$ cat config.mk
export PLATFORM = sky130hd
export DESIGN_NAME = unpacker_block_arbiter
export DESIGN_NICKNAME = d
export VERILOG_FILES = /design/src/rtl/unpacker_block_arbiter_pkg.sv /design/src/rtl/unpacker_block_arbiter_rr_pick.sv /design/src/rtl/unpacker_block_arbiter.sv
export SDC_FILE = /design/constraint.sdc
export NUM_CORES = 1
export LEC_CHECK = 0
export ABC_AREA = 1
export BUFFER_PORTS_ARGS = -buffer_cell sky130_fd_sc_hd__buf_2
export CORE_AREA = 4 4 203 205
export CTS_BUF_LIST = sky130_fd_sc_hd__clkbuf_8
export DETAILED_ROUTE_END_ITERATION = 10
export DIE_AREA = 0 0 207 209
export PLACE_DENSITY = 0.5
export SYNTH_ARGS = -nofsm -noshare
export SYNTH_HDL_FRONTEND = slang
export SYNTH_SLANG_ARGS = --single-unit
$ cat constraint.sdc
create_clock -name clk -period 8.7 [get_ports clk]
set_clock_uncertainty 0.2 [all_clocks]
set_input_delay 0.435 -clock clk [delete_from_list [all_inputs] [get_ports clk]]
set_output_delay 0.435 -clock clk [all_outputs]
set_load 0.05 [all_outputs]
$ cat src/rtl/unpacker_block_arbiter_pkg.sv
// Shared definitions for the unpacker block arbiter.
// FSM encodings, default block width and ZMODEM source indices.
package unpacker_block_arbiter_pkg;

   typedef enum logic [1:0] {
      S_IDLE       = 2'd0,
      S_LOAD       = 2'd1,
      S_WAIT_START = 2'd2,
      S_WAIT_DONE  = 2'd3
   } state_t;

   localparam int BLK_W_DEF = 128;
   localparam int GID_W     = 3;

   localparam int SRC_HDR  = 0;
   localparam int SRC_DATA = 1;
   localparam int SRC_CRC  = 2;

endpackage

$ cat src/rtl/unpacker_block_arbiter_rr_pick.sv
// Combinational round-robin priority encoder.
// Search starts at i_ptr and wraps; first set request wins.
module rr_pick
   import unpacker_block_arbiter_pkg::*;
#(
   parameter int NUM_REQ = 3
) (
   input  logic [NUM_REQ-1:0] i_req,
   input  logic [GID_W-1:0]   i_ptr,
   output logic [GID_W-1:0]   o_win,
   output logic               o_valid
);

   always_comb begin
      int idx;
      idx     = 0;
      o_win   = '0;
      o_valid = 1'b0;
      for (int k = 0; k < NUM_REQ; k++) begin
         idx = (int'(i_ptr) + k) % NUM_REQ;
         if (!o_valid && i_req[idx]) begin
            o_valid = 1'b1;
            o_win   = GID_W'(idx);
         end
      end
   end

endmodule

$ cat src/rtl/unpacker_block_arbiter.sv
// Shares one byte_unpacker between NUM_REQ block sources:
// round-robin grant, frame lock and a start-handshake watchdog.
module unpacker_block_arbiter
   import unpacker_block_arbiter_pkg::*;
#(
   parameter int NUM_REQ   = 3,
   parameter int BLK_W     = BLK_W_DEF,
   parameter int START_TMO = 15
) (
   input  logic                     clk,
   input  logic                     reset,
   input  logic [NUM_REQ-1:0]       req,
   input  logic [NUM_REQ*BLK_W-1:0] req_block,
   input  logic [NUM_REQ-1:0]       req_hold,
   output logic [NUM_REQ-1:0]       ack,
   output logic [NUM_REQ-1:0]       blk_done,
   output logic [BLK_W-1:0]         plain_block,
   output logic                     load_en,
   input  logic                     buffer_ready,
   output logic [GID_W-1:0]         grant_id,
   output logic                     busy,
   output logic                     err_tmo
);

   localparam int CNT_W = $clog2(START_TMO + 1);

   state_t             r_state;
   state_t             w_next;
   logic [GID_W-1:0]   r_win;
   logic [GID_W-1:0]   r_ptr;
   logic [BLK_W-1:0]   r_block;
   logic               r_lock;
   logic [CNT_W-1:0]   r_cnt;
   logic               r_err;

   logic [NUM_REQ-1:0] w_win_oh;
   logic [NUM_REQ-1:0] w_elig;
   logic [GID_W-1:0]   w_win;
   logic               w_valid;
   logic [BLK_W-1:0]   w_sel_blk;
   logic               w_tmo;
   logic               w_grant;

   assign w_win_oh = NUM_REQ'(1) << r_win;
   // While locked, only the frame owner (last winner) may be picked
   assign w_elig   = r_lock ? (req & w_win_oh) : req;

   rr_pick #(
      .NUM_REQ (NUM_REQ)
   ) u_pick (
      .i_req   (w_elig),
      .i_ptr   (r_ptr),
      .o_win   (w_win),
      .o_valid (w_valid)
   );

   always_comb begin
      w_sel_blk = '0;
      for (int i = 0; i < NUM_REQ; i++) begin
         if (w_win == GID_W'(i)) begin
            w_sel_blk = req_block[i*BLK_W +: BLK_W];
         end
      end
   end

   assign w_tmo = (r_state == S_WAIT_START) && buffer_ready &&
                  (r_cnt == CNT_W'(START_TMO - 1));
   assign w_grant = (r_state == S_IDLE) && buffer_ready && w_valid;

   always_comb begin
      w_next   = r_state;
      load_en  = 1'b0;
      ack      = '0;
      blk_done = '0;
      unique case (r_state)
         S_IDLE: begin
            if (w_grant) w_next = S_LOAD;
         end
         S_LOAD: begin
            load_en = 1'b1;
            ack     = w_win_oh;
            w_next  = S_WAIT_START;
         end
         S_WAIT_START: begin
            if (!buffer_ready) w_next = S_WAIT_DONE;
            else if (w_tmo)    w_next = S_IDLE;
         end
         S_WAIT_DONE: begin
            if (buffer_ready) begin
               blk_done = w_win_oh;
               w_next   = S_IDLE;
            end
         end
         default: w_next = S_IDLE;
      endcase
   end

   assign busy        = (r_state != S_IDLE);
   assign grant_id    = r_win;
   assign plain_block = r_block;
   assign err_tmo     = r_err;

   always_ff @(posedge clk) begin
      if (reset) begin
         r_state <= S_IDLE;
         r_win   <= '0;
         r_ptr   <= '0;
         r_block <= '0;
         r_lock  <= 1'b0;
         r_cnt   <= '0;
         r_err   <= 1'b0;
      end else begin
         r_state <= w_next;
         if (w_grant) begin
            r_win   <= w_win;
            r_block <= w_sel_blk;
         end
         if (r_state == S_LOAD) begin
            r_lock <= |(req_hold & w_win_oh);
            r_ptr  <= (r_win == GID_W'(NUM_REQ - 1)) ? '0 : r_win + GID_W'(1);
         end
         // Counts from the load cycle so the timeout lands START_TMO after load_en
         if (r_state == S_LOAD || r_state == S_WAIT_START) begin
            r_cnt <= r_cnt + CNT_W'(1);
         end else begin
            r_cnt <= '0;
         end
         if (w_tmo) begin
            r_err  <= 1'b1;
            r_lock <= 1'b0;
         end
      end
   end

endmodule

==> results of run 1 <==
## metal layers
layer | wire [µm] | track usage, % | part of all wire [%]
met2 | 22600 | 34.5 | 48
met3 | 3190 | 5.07 | 6.8
met5 | 0 | 0 | 0
met4 | 1250 | 7.82 | 2.7
met1 | 20100 | 25.7 | 43
## stage by stage
stage,area (µm²),std cells,worst slack [ns]
final,13600,2776,3.15
after global routing,13600,2775,2.48
after CTS,13600,2765,2.98
after detailed placement,13300,2736,3.01
after global placement,13300,2736,3.14
after floorplan,10600,1810,5.01
## synth_stat cells, drive strengths merged
master / n
clkbuf: 20
o2111ai: 1
nand3: 544
inv: 300
nand2: 465
a221oi: 2
a22o: 1
a31oi: 1
nor2: 25
o21ai: 8
xor2: 4
a22oi: 1
a2111oi: 1
clkinv: 1
ha: 24
nor3: 3
a21oi: 137
dfxtp: 142
nand3b: 2
buf: 122
nand4: 4
xnor2: 1
or2: 1
## worst min path at each step
stage	start	to	slack, ns	cells past startpoint
finish	req_hold[2]	r_lock	0.07	3
detailed placement	plain_block[114]	plain_block[114]	0.25	2
floorplan	r_cnt[0]	r_cnt[0]	0.23	1
CTS	req_hold[2]	r_lock	0.005	3
global route	req_hold[2]	r_lock	0.09	3
global placement	r_cnt[0]	r_cnt[0]	0.24	1
## layout make-up
cell class | count | area [µm²]
clock inverter | 8 | 68.8
timing repair buffer | 543 | 2770
inverter | 301 | 1130
antenna | 11 | 27.5
clock buffer | 21 | 289
sequential | 142 | 2840
multi-input combinational | 1225 | 5860
fill | 4529 | 25800
tap | 525 | 657
## kinds of logic after synthesis
| logic type | count (synthesis) | share of synthesized area, % |
|---|---|---|
| DFF | 142 | 26.9 |
| buffers and inverters | 443 | 18.0 |
| adders and majority gates | 24 | 2.84 |
| AOI/OAI and AO/OA | 152 | 7.52 |
| xor gates and xnor gates | 5 | 0.415 |
| and+or+nand+nor | 1044 | 44.3 |
## state kept, by name, summed over array words and instances (netlist names)
register and flops:
r_cnt 4, plain_block 128, r_lock 1, r_state 2, r_ptr 3, grant_id 3, err_tmo 1
## critical path, delay by kind of cell (launching register included)
kind,cells,cell delay (ns)
DFF,1,0.61
and+or+nand+nor,21,2.92
adders and majority gates,3,0.77
buffers and inverters,5,0.82
AOI/OAI and AO/OA,1,0.05
==> results.md, run 1 <==
- CP most frequent cell: nand2_1
- Routed Antenna Nets: 0
- Area delta synth->final: 29.2%
- Synth top area share: 26.9%
- Crit path largest cell delay: a little over 0.7 ns
- Total grt overflow: 0
- Tmin final: 5.55 ns
- CP endpoint: plain_block[25]
- Slowest cell on the critical path: nand2_4
- Initial Utilization: 26.8%
- Post-CTS sizing: 0
- Vertical die dimension: 209 µm
- # Post-CTS Setup Buffers: 0
- Most frequent cells in the layout: nand3_1, buf_2, nand2_1, inv_1, dfxtp_1
- Clk root buf: clkbuf_8
- Synth area leader: dfxtp_1
- Rows: 73
- Critical R2R Launch: r_ptr[0]
- Final Wtd Congestion: about 0.89
- Commonest non-fill, non-tap cell in the layout: nand3_1
- Vias per cell: 4.73
- Hold Vio Cnt, Final: 0
- Crit-path max FO: between 100 and 150
- Slew Viols, Final: 0
- RSZ-0062 raised after global routing: false
- Clock tree buffer depth: 2
- Fin util: 34.6%
- Hpwl dp: between 30000 and 40000 µm
- DR WL/cell: 17.0 µm
- PortBufs: 532
- Fin crit share: between 60% and 70%
- CTS Sinks: between 100 and 150
- CTS tree: built
- Mapped Area: 10600 µm²
- Largest net degree at the start of global routing: 243
- H-tree lvl count: 4
- Total GRT Usage: between 20 and 25%
- Cts hold-fix bufs: 0
- FF-to-FF setup slack: 3.15 ns
- Synth area leaders: dfxtp_1, nand3_1, nand2_1
- Core ar.: 39500 µm²
- Cells after synthesis: 1810
- Register area share after synthesis: 26.9%
- Nets: 2647
- Global-route wire length before repair: 72100 µm
- Synth unique cells: 34
- Worst-path clk slew: 0.08 ns
- CP Launch Type: flop
- Max Clk Rate: 180 MHz
- Worst EP required: 8.83 ns
- Setup TNS Final: 0 ns
- WS Path Type: reg -> reg
- Total number of vias: 13.1k
- Hold/Removal Path Class: in -> reg
- Wirelength, routed: 47200 µm
- #FFs+latches synth: 142
- Die ar.: roughly 43000 µm²
- Slew margin rel.: 20.7%
- Total CTS buffers: 17
- Syn Area/Cell: 5.84 µm²
- Crit path launch: r_ptr[0]
- I/O pins: 533
- WP data arrival: around 5.7 ns
- FF-to-FF End: plain_block[25]
- Hold Slack: 0.0722 ns
- CP Capture Type: flop
- Max cap viols: 0
- R2R depth: 30
- DRC viols: 0
- Share of layout cells above drive strength 1: 26.8%
- Syn_nets: 2227
- Pre-Repair DR Iteration Count: 5
- Die W: roughly 210 µm
- Final setup fails: 0
- Antenna violations before repair: 14
- Slew @ Worst Pin: 1.19 ns
- Vias in the first global route: 12.5k
- Worst-skew pair later-pin latency: roughly 0.48 ns
- Drt initial violations: 1045
- Status: finished clean
- Ys Warns: 0
Power of run 1 is not shown: default switching activity piles up to over one toggle a cycle in this logic, so the estimate is an artifact.
==> inputs of run 2 (changes only) <==
Settings changed: ABC_AREA 1 to 0, CORE_AREA 4 4 203 205 to 4 4 205 207, DIE_AREA 0 0 207 209 to 0 0 209 211, PLACE_DENSITY 0.5 to 0.45.
Clock period 8.7 ns to 5.7 ns, I/O delays scaled along.
==> run 2 against run 1 <==
  * Synthesized area decreased by 15%
  * Die area increased by 1.9%
  * Non-clock buffer count increased by 271
  * Cell area rose by 12%
  * First-iteration DRC count decreased by 42%
  * Highest routed layer unchanged
  * Critical path depth shrank 13
  * Synthesized cell count fell by 40%
  * Cell count decreased by 14%
==> results.md, run 2 <==
- Synth unique cells: 71
- Slew @ Worst Pin: 0.727 ns
- Vias in the first global route: approximately 11k
- FF-to-FF setup slack: 0.40 ns
- Slowest cell on the critical path: dlygate4sd3_1
- CTS Sinks: 142
- Max FFs per register: 128
- Drt initial violations: 606
- H-tree lvl count: 4
- Synth area leader: dfxtp_1
- Final Wtd Congestion: 0.856
- Count leader, synth: dfxtp_1
- Post-synthesis async set-or-reset flop share: 0%
- Area of the multi-input gates: 5710 µm²
- Crit-path max FO: 71
- Largest net degree at the start of global routing: 128
- WS Path Type: reg -> reg
- Ys Warns: 0
- Cell Chain, Critical Path: ha_1 -> xnor2_4 -> inv_4 -> ha_1 -> o21ai_0 -> ha_1 -> or3b_2 -> o211a_1 -> o32ai_4 -> mux2i_1 -> nor2b_4 -> nor4b_2 -> o21ai_4 -> buf_16 -> mux2i_1 -> dlygate4sd3_1 -> o31ai_1
- Die ar.: 44100 µm²
- Number of synthesized flops with an enable pin: 0
- Vias per cell: around 4.6
- Clk root buf: clkbuf_8
- Pre-Repair DR Iteration Count: 5
- Mapped Area: 8960 µm²
- Worst-skew pair later-pin latency: 0.46 ns
- Hold Slack: between 0.04 and 0.05 ns
- CP Launch Type: flop
- CTS tree: built
- Register area share after synthesis: 31.7%
- Pwr per Cell Area: 596 nW/µm²
- Crit path launch: r_ptr[0]
- Peak supply drop: roughly 830 µV
- Total grt overflow: 0
- LEAKAGE: 0.00758 µW
- Total CTS buffers: 17
- Max Clk Rate: between 150 and 200 MHz
- CP endpoint: plain_block[97]
- Worst EP required: roughly 6 ns
- Max cap viols: 0
- Setup TNS Final: 0 ns
- Syn_nets: 1506
- Synth area leaders: dfxtp_1, mux2i_1, o31ai_1
- CP Capture Type: flop
- Most frequent cells in the layout: buf_2, dlygate4sd3_1, nand2_1, dfxtp_1, nand2b_1
- FF-to-FF End: plain_block[97]
- Synth Flop Type: dfxtp_1
- Crit path largest cell delay: 0.58 ns
- Tmin final: 5.30 ns
- DR WL/cell: 17.1 µm
- RSZ-0062 raised after global routing: false
- Share of layout cells above drive strength 1: 33.3%
- Routed Antenna Nets: 0
- Syn Area/Cell: around 8.2 µm²
- Slew Viols, Final: 0
- Synth top area share: a little under a third
- Status: finished clean
- Fillers: around 4.2k
- Area delta synth->final: 70.1%
- Critical R2R Launch: r_ptr[0]
- #FFs+latches synth: 142
- Global-route wire length before repair: around 63000 µm
- Vertical die dimension: 211 µm
- Total GRT Usage: 17.6%
- CP most frequent cell: ha_1
- Total number of vias: ~11k
- WP data arrival: 5.49 ns
- Slew margin rel.: 51.4%
- Antenna violations before repair: 3
- Fin crit share: 93.0%
- Initial Utilization: around 22%
- Clock tree buffer depth: 2
- Cells after synthesis: 1089
- Core ar.: 40400 µm²
- Nets: roughly 2.2k
- Hold/Removal Path Class: in -> reg
- Wirelength, routed: 40600 µm
- Register area: 2850 µm²
- Die W: 209 µm
- Hold Vio Cnt, Final: 0
- Synth top cells by count: dfxtp_1, nand2_1, nand2b_1
- Rows: 74
- DRC viols: 0
- Hpwl dp: 29400 µm
- Final setup fails: 0
- Worst-path clk slew: ~0.090 ns
- PortBufs: 532
- Commonest non-fill, non-tap cell in the layout: buf_2
- R2R depth: 17
- I/O pins: 533
-- run 2: changes by cell type in the layout (fill, tap and decap cells not counted), moves of 8 or more --
cell,before,now
nor2_1,22,32
o31ai_1,0,128
nor3_1,3,132
nand2b_1,0,133
mux2i_1,0,131
a21oi_1,137,13
nand3_1,542,5
inv_1,293,20
diode_2,11,3
nand2_1,453,140
nand2_2,9,0
dlygate4sd3_1,0,259
inv_2,8,0
-- run 2: cell type report --
class | count | area share (%)
diodes | 3 | 0.0492
clock buffers | 17 | 1.53
clock inverters | 15 | 0.985
inverters | 18 | 0.460
multi-input cells | 837 | 37.5
flip-flops and latches | 142 | 18.7
well taps | 532 | 4.37
repair buffers | 814 | 36.5
-- run 2: critical path: cells and delay by family (launching register included) --
family          cells  cell delay, ns
compound gates      5            1.12
mux                 2            0.42
buf+inv             3            1.01
xor+xnor            1            0.17
fa+ha+maj           3            0.92
flops               1            0.46
simple gates        3            0.76
-- run 2: cell families (layout without fill, tap and decap cells) --
family / after synthesis / in the layout / share of synthesized area, %
muxes: 133 / 133 / 14.9
and+or+nand+nor: 474 / 474 / 26.8
xor gates and xnor gates: 10 / 10 / 1.06
DFF: 142 / 142 / 31.7
other: 0 / 3 / 0
buffers and inverters: 110 / 864 / 5.44
AOI/OAI and AO/OA: 196 / 196 / 16.7
adders and majority gates: 24 / 24 / 3.35
-- run 2: worst min-delay path by stage --
stage | from | endpoint | slack, ns | cells after the start
final | req_block[202] | plain_block[74] | 0.05 | 3
after global placement | plain_block[69] | plain_block[69] | 0.23 | 2
after floorplan | r_cnt[0] | r_cnt[0] | 0.23 | 1
after detailed placement | plain_block[5] | plain_block[5] | 0.23 | 2
after global routing | req_block[2] | plain_block[2] | 0.02 | 4
after CTS | req_block[16] | plain_block[16] | 0.002 | 4
-- run 2: metrics by stage --
step / util (%) / power, µW / cells / setup slack (ns) / instance area [µm²]
CTS: 37.6 / 9120 / 2375 / 0.0530 / 15200
detailed placement: 30.2 / 8090 / 2084 / 0.481 / 12200
global placement: 30.2 / 8090 / 2084 / 0.625 / 12200
global route: 37.8 / 9840 / 2378 / 0.000941 / 15200
finish: 37.8 / 9090 / 2378 / 0.396 / 15200
floorplan: - / 6250 / 1089 / 1.09 / 8960
-- run 2: layer usage --
layer,up-vias,track usage [%],share of wire (%)
li1,5369,-,-
met1,5106,21.0,40
met2,403,30.2,50
met3,79,4.78,6.5
met4,0,6.89,3.7
met5,-,0,0
-- run 2: what timing repair did --
action	CTS	global route
endpoints found under the setup margin	0	41
buffers inserted	0	0
hold buffers	259	0
endpoints found under the hold margin	132	0
gates resized for setup	0	10
-- run 2: where the power goes --
| part | internal, µW | switching [µW] |
|---|---|---|
| logic | 2420 | 4480 |
| clock network | 387 | 441 |
| registers | 1220 | 139 |
Note: power is estimated with default switching activity, not from simulation.
==> inputs of run 3 (changes only) <==
Settings changed: BUFFER_PORTS_ARGS -buffer_cell sky130_fd_sc_hd__buf_2 to not set, CORE_AREA 4 4 205 207 to 4 4 208 210, DIE_AREA 0 0 209 211 to 0 0 212 214, DONT_BUFFER_PORTS set to 1, PLACE_DENSITY 0.45 to 0.33.
==> run 3 against run 2 <==
  * Synthesized area did not move
  * Synthesized cell count unchanged
  * The flow now stops in clock tree synthesis
==> results.md, run 3 <==
- Dpl ws: around 0.45 ns
- Vertical die dimension: 214 µm
- #FFs+latches synth: 142
- Synth area leaders: dfxtp_1, mux2i_1, o31ai_1
- Final Wtd Congestion: 0.868
- Syn_nets: 1506
- Cts hold-fix bufs: 321
- CTS Sinks: 142
- Count leader, synth: dfxtp_1
- Die W: 212 µm
- Syn Area/Cell: slightly above 8 µm²
- Post-synthesis async set-or-reset flop share: 0%
- Synth Flop Type: dfxtp_1
- Synth unique cells: 71
- Synth area leader: dfxtp_1
- Mapped Area: ~9000 µm²
- Clk root buf: clkbuf_8
- Total CTS buffers: 17
- PortBufs: 0
- Synth top area share: 31.7%
- First Err: [ERROR RSZ-0060] Max buffer count reached.
- Number of synthesized flops with an enable pin: 0
- Cells after synthesis: 1089
- # Post-CTS Setup Buffers: 0
- Register area share after synthesis: 31.7%
- Status: aborted with a tool error
- Clock tree buffer depth: 2
- Synth top cells by count: dfxtp_1, nand2_1, nand2b_1
- I/O pins: 533
- Post-CTS sizing: 0
- Ys Warns: 0
- Failing step: clock tree synthesis
- Initial Utilization: 21.6%
- Rows: 75
- H-tree lvl count: 4
- Hpwl dp: 29600 µm
-- run 3: cell counts after synthesis --
No cell type changed its count.
-- run 3: cells by family after synthesis --
logic type,after synthesis,share of synthesized area (%)
adder cells (fa/ha/maj),24,3.35
AND/OR/NAND/NOR,474,26.8
flip-flops,142,31.7
buffers and inverters,110,5.44
multiplexers,133,14.9
AO/OA/AOI/OAI,196,16.7
XOR/XNOR,10,1.06
-- run 3: stage by stage --
stage | utilization [%] | cells | instance area (µm²)
after detailed placement | 23.1 | 1565 | 9600
after floorplan | - | 1089 | 8960
after global placement | 23.1 | 1565 | 9600
==> inputs of run 4 (changes only) <==
Settings changed: CORE_AREA 4 4 208 210 to 4 4 207 209, CTS_BUF_LIST sky130_fd_sc_hd__clkbuf_8 to not set, DIE_AREA 0 0 212 214 to 0 0 211 213, PLACE_DENSITY 0.33 to not set, PLACE_DENSITY_LB_ADDON set to 0.15.
==> run 4 against run 3 <==
  * The flow now finishes without violations
==> results.md, run 4 (synthesis gave the netlist of run 2 again) <==
- Die W: 211 µm
- Most frequent cells in the layout: dlygate4sd3_1, nand2_1, dfxtp_1, nand2b_1, nor3_1
- Clock tree buffer depth: 2
- Final Wtd Congestion: 0.770
- I/O pins: approximately 530
- Pre-Repair DR Iteration Count: 5
- Slack of the critical path: 0.364 ns
- Max FFs per register: ~130
- Slew Viols, Final: 0
- Share of layout cells above drive strength 1: 5.59%
- Switching part of the total: 56.3%
- Total grt overflow: 0
- Clk root buf: clkbuf_16
- Vertical die dimension: 213 µm
- Worst-skew pair later-pin latency: ~0.42 ns
- Hpwl dp: 26900 µm
- Part of the power in the clock network: 12.1%
- Die ar.: 44900 µm²
- Crit-path max FO: 74
- Area delta synth->final: 41.8%
- Vias per cell: 4.79
- Pwr per Cell Area: around 700 nW/µm²
- Tmin final: 5.34 ns
- Global-route wire length before repair: approximately 54000 µm
- Nets: between 1.5k and 2k
- Worst-path clk slew: 0.07 ns
- Largest net degree at the start of global routing: 139
- PortBufs: 0
- Dpl ws: about 0.23 ns
- LEAKAGE: between 0.005 and 0.006 µW
- Pwr Total: 9110 µW
- Max Clk Rate: 187 MHz
- Drt initial violations: around 490
- Register area: 2850 µm²
- DR WL/cell: 20.4 µm
- Max cap viols: 0
- Hold Vio Cnt, Final: 0
- Initial Utilization: 21.9%
- Commonest non-fill, non-tap cell in the layout: dlygate4sd3_1
- Final setup fails: 0
- Seq pwr share: between 20% and 30%
- Switching power total: 5130 µW
- WP data arrival: 5.45 ns
- Int Pwr: around 4000 µW
- Vias in the first global route: 9074
- Antenna violations before repair: 5
- Worst EP required: 5.82 ns
- Fin crit share: 93.6%
- Slew margin rel.: 40.6%
- Setup TNS Final: 0 ns
- Total number of vias: 8841
- Total CTS buffers: 17
- Slew @ Worst Pin: 0.888 ns
- Fillers: 4234
- Rows: 74
- DRC viols: 0
- Core ar.: 40800 µm²
- CP Capture Type: flop
- Wirelength, routed: 37700 µm
- WS Path Type: reg -> reg
- H-tree lvl count: 4
- Area of the multi-input gates: 5700 µm²
- Routed Antenna Nets: 0
- CTS tree: built
- Hold/Removal Path Class: in -> reg
- CP Launch Type: flop
- CTS Sinks: roughly 140
- Peak supply drop: approximately 1400 µV
- Status: finished clean
- Total GRT Usage: 15.4%
- Comb power frac: 65.6%
run 4: through the flow:
step	cells	area (µm²)	util, %	hold slack (ns)
floorplan	1089	8960	-	0.230
global placement	1543	9450	23.2	0.162
detailed placement	1543	9450	23.2	0.162
CTS	1836	12600	30.9	0.000218
global route	1842	12700	31.1	0.00869
finish	1845	12700	31.1	0.0281
run 4: critical path: stages, from the launching register on:
cell           delay, ns
dfxtp_2             0.45
inv_1               0.20
ha_1                0.40
ha_1                0.27
inv_1               0.15
ha_1                0.30
or3b_2              0.46
o211a_1             0.20
o31a_1              0.27
a31oi_2             0.28
nand2b_1            0.29
nand4_1             0.13
o32a_2              0.40
buf_12              0.20
nor3_1              0.32
o31ai_1             0.10
dlygate4sd3_1       0.55
run 4: power groups by stage:
stage          logic (µW)  registers [µW]  clock network (µW)
2_1_floorplan        4300            1950                   0
3_3_place_gp         5720            2070                   0
3_5_place_dp         5740            2060                   0
4_1_cts              5920            2040                1150
5_1_grt              6560            2060                1190
6_report             5970            2040                1100
run 4: area by class of cell:
type                       instances  share of cell area [%]
multi-input combinational        837                    44.8
tap                              532                    5.24
timing repair buffer             277                    22.5
inverter                          18                   0.552
sequential                       142                    22.4
antenna                            7                   0.138
clock inverter                    11                   0.837
clock buffer                      21                    3.55
run 4: final timing paths:
path	startpoint	endpoint	slack [ns]	cells after the start
hold reg to reg	r_cnt[0]	r_cnt[0]	0.26	1
hold / removal	req_block[12]	plain_block[12]	0.03	3
setup / recovery	r_ptr[1]	plain_block[45]	0.36	16
setup reg to reg	r_ptr[1]	plain_block[45]	0.36	16
run 4: metal layers:
metal | vias up | global-route usage, % | wire length, µm
li1 | 4305 | - | -
met1 | 4172 | 18.0 | 15300
met2 | 315 | 26.7 | 19100
met3 | 49 | 4.22 | 2240
met4 | 0 | 6.26 | 1040
met5 | - | 0 | 0
run 4: timing repair:
item	in CTS	in global routing
setup endpoints to repair	0	22
gates resized for setup	0	10
hold buffers	261	0
buffers inserted	0	1
endpoints found under the hold margin	142	0
